<file path="src/rtl/ibex_wb_stage.sv">
// Single-entry writeback stage: holds one retiring instruction and drives the
// ALU/CSR and LSU register-file write channels, stalling ID/EX on loads/stores.
module ibex_wb_stage #(
  parameter int unsigned DataWidth = 32,
  parameter int unsigned CntWidth  = 32
) (
  input  logic                 clk_i,
  input  logic                 rst_i,
  input  logic                 en_wb_i,
  input  logic [1:0]           instr_type_wb_i,
  input  logic [4:0]           rf_waddr_id_i,
  input  logic [DataWidth-1:0] rf_wdata_id_i,
  input  logic                 rf_we_id_i,
  output logic                 ready_wb_o,
  input  logic                 lsu_resp_valid_i,
  input  logic                 lsu_resp_err_i,
  input  logic [DataWidth-1:0] rf_wdata_lsu_i,
  output logic [4:0]           rf_waddr_wb_o,
  output logic [DataWidth-1:0] rf_wdata_wb_o,
  output logic                 rf_we_wb_o,
  output logic [DataWidth-1:0] rf_wdata_lsu_o,
  output logic                 rf_we_lsu_o,
  output logic                 outstanding_lsu_o,
  output logic                 instr_done_wb_o,
  output logic                 lsu_err_wb_o,
  output logic [CntWidth-1:0]  instr_cnt_o
);

  localparam logic [1:0] TypeAlu   = 2'b00;
  localparam logic [1:0] TypeLoad  = 2'b01;
  localparam logic [1:0] TypeStore = 2'b10;

  typedef enum logic [1:0] {
    EMPTY,
    RETIRE,
    LSU_WAIT
  } wb_state_e;

  wb_state_e            state_q, state_d;
  logic [1:0]           type_q;
  logic [4:0]           waddr_q;
  logic [DataWidth-1:0] wdata_q;
  logic                 we_q;
  logic [CntWidth-1:0]  instr_cnt_q;
  logic                 done;
  logic                 capture;
  logic                 is_lsu_type;

  assign done        = (state_q == RETIRE) | ((state_q == LSU_WAIT) & lsu_resp_valid_i);
  assign capture     = en_wb_i & ready_wb_o;
  assign is_lsu_type = (instr_type_wb_i == TypeLoad) | (instr_type_wb_i == TypeStore);

  always_ff @(posedge clk_i or posedge rst_i) begin
    if (rst_i) begin
      state_q <= EMPTY;
    end else begin
      state_q <= state_d;
    end
  end

  always_ff @(posedge clk_i or posedge rst_i) begin
    if (rst_i) begin
      type_q      <= TypeAlu;
      waddr_q     <= '0;
      wdata_q     <= '0;
      we_q        <= 1'b0;
      instr_cnt_q <= '0;
    end else begin
      if (capture) begin
        type_q  <= instr_type_wb_i;
        waddr_q <= rf_waddr_id_i;
        wdata_q <= rf_wdata_id_i;
        we_q    <= rf_we_id_i;
      end
      if (done) begin
        instr_cnt_q <= instr_cnt_q + {{(CntWidth-1){1'b0}}, 1'b1};
      end
    end
  end

  // A retiring instruction and a newly captured one can share a cycle, so
  // capture takes priority over the drop to EMPTY.
  always_comb begin
    state_d = state_q;
    if (capture) begin
      state_d = is_lsu_type ? LSU_WAIT : RETIRE;
    end else if (done) begin
      state_d = EMPTY;
    end
  end

  always_comb begin
    ready_wb_o        = (state_q == EMPTY) | done;
    rf_we_wb_o        = (state_q == RETIRE) & we_q & (waddr_q != 5'd0);
    rf_wdata_wb_o     = (type_q == TypeLoad) ? '0 : wdata_q;
    rf_we_lsu_o       = (state_q == LSU_WAIT) & (type_q == TypeLoad) & we_q &
                        lsu_resp_valid_i & ~lsu_resp_err_i & (waddr_q != 5'd0);
    // Load data bypasses straight through; only reset forces it quiet.
    rf_wdata_lsu_o    = rst_i ? '0 : rf_wdata_lsu_i;
    rf_waddr_wb_o     = (state_q != EMPTY) ? waddr_q : 5'd0;
    outstanding_lsu_o = (state_q == LSU_WAIT);
    instr_done_wb_o   = done;
    lsu_err_wb_o      = (state_q == LSU_WAIT) & lsu_resp_valid_i & lsu_resp_err_i;
    instr_cnt_o       = instr_cnt_q;
  end

endmodule

</file>
<file path="config.mk">
export PLATFORM = sky130hd
export DESIGN_NAME = ibex_wb_stage
export DESIGN_NICKNAME = d
export VERILOG_FILES = /design/src/rtl/ibex_wb_stage.sv
export SDC_FILE = /design/constraint.sdc
export NUM_CORES = 1
export LEC_CHECK = 0
export CAP_MARGIN = 20
export CORE_UTILIZATION = 36
export CTS_CLUSTER_DIAMETER = 50
export DETAILED_ROUTE_END_ITERATION = 16
export PLACE_DENSITY_LB_ADDON = 0.05
export SYNTH_ARGS = -nofsm -noshare
export SYNTH_HDL_FRONTEND = slang
export SYNTH_SLANG_ARGS = --single-unit
</file>
<file path="constraint.sdc">
create_clock -name clk_i -period 4.68 [get_ports clk_i]
set_input_delay 0.702 -clock clk_i [delete_from_list [all_inputs] [get_ports clk_i]]
set_output_delay 0.702 -clock clk_i [all_outputs]
set_load 0.005 [all_outputs]
</file>
==> impl_metrics.ini <==
[logic_synthesis]
ys_top_cells_by_count = 74 x dfrtp_1, 39 x mux2_2, 38 x nor2b_1, 35 x and2_1, 28 x xnor2_1
synth_area_sq_mm = 0.00361
synth-async-reset-ratio_pct = 100
syn_inst = 307
synth-seq-area-share_pct = 51.4
synth_cell_types = 30
synth_edf_count = 0
synth.avg_cell_area_sq_um = 11.7
yosys_warnings = 0
synth_fa_ha_area_share_pct = 0.347
yosysTopAreaCellShare_pct = 51.4
yosysTopAreaCell = dfrtp_1
post-synth-top-count-cell = dfrtp_1
synth_top_family_by_area = simple AND/OR/NAND/NOR gates
yosys-top-cells-area = dfrtp_1 51%, mux2_2 12%, xnor2_1 6.8%
yosys.area_share.simple_pct = 22.8
muxShareOfSynthArea_pct = 12.8
synth_compound_gate_area_share_pct = 2.53
synth-seq-cells = 74
postSynthNetCount = 385
yosys_most_used_dff = dfrtp_1
synthXorXnorAreaFrac_pct = 7.77

[cts]
cts_root_buf = clkbuf_8
cts_setup_buffers = 0
clk_path_buf_depth = 2
cts.clk_slew.worst_paths_ps = 80
cts.sinks = 74
cts_tree = done
holdBufCountCts = 0
post_cts_resized = 0
cts_buffers = 9
insertion_delay_ps = 340
htreeDepth = 3

[critical_path]
crit_end = rf_we_lsu_o
crit_family = buffers and inverters
critPathCaptureType = primary output
r2r-end = type_q[0]
crit_top_cell = clkdlybuf4s50_1
crit_type = input pin to primary output
max_stage_delay_ps = 560
r2r_start = state_q[0]
startpoint_type = input pin
required_ps = 3980
cp_max_fo = 6
critPathSlowestCell = clkdlybuf4s50_1
cp_num_cells = 4
cp_num_buf_inv = 2
startpoint = lsu_resp_valid_i
arrival_ps = 2270
cp_cell_sequence = clkdlybuf4s50_1 -> nand3b_4 -> nor4_1 -> clkdlybuf4s50_1
reg2regPathDepth = 3
r2r_slack_ps = 2600

[pwr]
power_frac_clock_pct = 28.3
power_frac_comb_pct = 33.1
power.internal_mw = 1.61
p_leak_nw = 2.29
power_frac_seq_pct = 38.6
p_switching_mw = 0.561
p_sw_share_pct = 25.8
powerDensity_mw_per_mm2 = 372
p_total_mw = 2.17
worst_ir_drop_vdd_v = 0.000190

[timing]
slew_violations = 0
slew_headroom_pct = 34.4
finalCriticalPeriod_ps = 2970
fin_skew_ps = 10.4
tns_ps = 0
max_freq_mhz = 337
finalHoldViolCount = 0
period_share_pct = 63.5
rsz0062_at_grt = false
worst_pin_slew_ps = 985
finalSetupViolCount = 0

[placement]
place_congestion = 0.711
hpwl_um = 6800
io_buffers = 183

[detailed_routing]
wire_per_inst_um = 14.6
drt_iter0_markers = 84
num_vias = 2905
ant_nets = 0
wirelength_um = 9210
drc_errors = 0
avgViaCountPerCell = 4.62
drtPass1Iterations = 4

[floorplan]
start_util_pct = 37.1
fp.dieW_um = 102
die_h_um = 102
io_pins = 184
coreArea_sq_mm = 0.00973
dieArea_sq_mm = 0.0104
row_count = 36

[worst_hold_path]
hold_path_class = register to register

[global_route]
grt_max_degree = 75
grt_pass1_wl_um = 14300
grt_usage_pct = 18.0
first_global_vias = 2696
overflow = 0
antenna_found_initial = 0

[outcome]
outcome = complete, no violations

[final_layout]
layout.nets = 569
drive_above_1_share_pct = 13.5
antenna_cells = 0
area_growth_pct = 62.0
fillers = 861

[run]
cap_violations = 0
==> sequential cells by signal, indices dropped and copies added, names as in the netlist <==
signal,flops
instr_cnt_o,32
wdata_q,32
waddr_q,5
state_q,2
type_q,2
we_q,1
==> power by group through the flow <==
| stage | clock [mW] | sequential [mW] | combinational, mW |
|---|---|---|---|
| 6_report | 0.615 | 0.837 | 0.719 |
| 4_1_cts | 0.632 | 0.838 | 0.727 |
| 3_3_place_gp | 0 | 0.844 | 0.715 |
| 3_5_place_dp | 0 | 0.850 | 0.725 |
| 5_1_grt | 0.664 | 0.855 | 0.781 |
| 2_1_floorplan | 0 | 0.834 | 0.317 |
==> final cells by class <==
| class | count | area [sq um] | share of cell area [%] |
|---|---|---|---|
| Inverter | 4 | 15.0 | 0.257 |
| Clock inverter | 4 | 97.6 | 1.67 |
| Tap cell | 133 | 166 | 2.85 |
| Multi-Input combinational cell | 215 | 1670 | 28.6 |
| Timing Repair Buffer | 187 | 1890 | 32.3 |
| Clock buffer | 12 | 155 | 2.66 |
| Sequential cell | 74 | 1850 | 31.7 |
==> per-layer routing <==
layer	vias to the layer above	GRT usage (%)	share of wire (%)
met5	-	0	0
met4	0	4.73	1.1
met3	11	4.99	5.1
met2	75	29.5	49
met1	1412	23.6	44
li1	1407	-	-
==> worst min path at each step <==
stage,start,end,slack [ps],cells after the start
floorplan,wdata_q[24],wdata_q[24],450,1
global route,instr_cnt_o[31],instr_cnt_o[31],500,1
detailed placement,instr_cnt_o[31],instr_cnt_o[31],470,1
global placement,wdata_q[24],wdata_q[24],460,1
finish,instr_cnt_o[31],instr_cnt_o[31],480,1
CTS,instr_cnt_o[31],instr_cnt_o[31],490,1
==> logic make-up (layout without fill, tap and decap cells) <==
group           Yosys count  after routing
flops                    74             74
buf+inv                  18            207
compound gates            7              7
simple gates            134            134
fa+ha+maj                 1              1
mux                      41             41
xor+xnor                 32             32
==> layout by cell type, fill, tap and decap left out, types with 4 or more instances in the layout <==
| cell | count |
|---|---|
| clkdlybuf4s50_1 | 183 |
| xor2_1 | 4 |
| nand4_1 | 15 |
| nor2_1 | 4 |
| mux2_2 | 39 |
| nor2b_1 | 38 |
| nand2_1 | 14 |
| and2_1 | 34 |
| and3_1 | 5 |
| and4_1 | 5 |
| dfrtp_1 | 74 |
| nand3_1 | 10 |
| xnor2_1 | 28 |
| clkbuf_8 | 11 |
==> through the flow <==
| step | setup slack, ps | cell area, sq um | hold WS [ps] | std cells | util [%] |
|---|---|---|---|---|---|
| 6_report | 1710 | 5840 | 477 | 629 | 60.0 |
| 5_1_grt | 1560 | 5840 | 496 | 629 | 60.0 |
| 4_1_cts | 1370 | 5800 | 486 | 627 | 59.6 |
| 3_5_place_dp | 1370 | 5550 | 468 | 611 | 57.0 |
| 3_3_place_gp | 1490 | 5540 | 460 | 610 | 57.0 |
| 2_1_floorplan | 1890 | 3610 | 449 | 307 | - |
No activity file was read; power rests on OpenSTA's default activity.
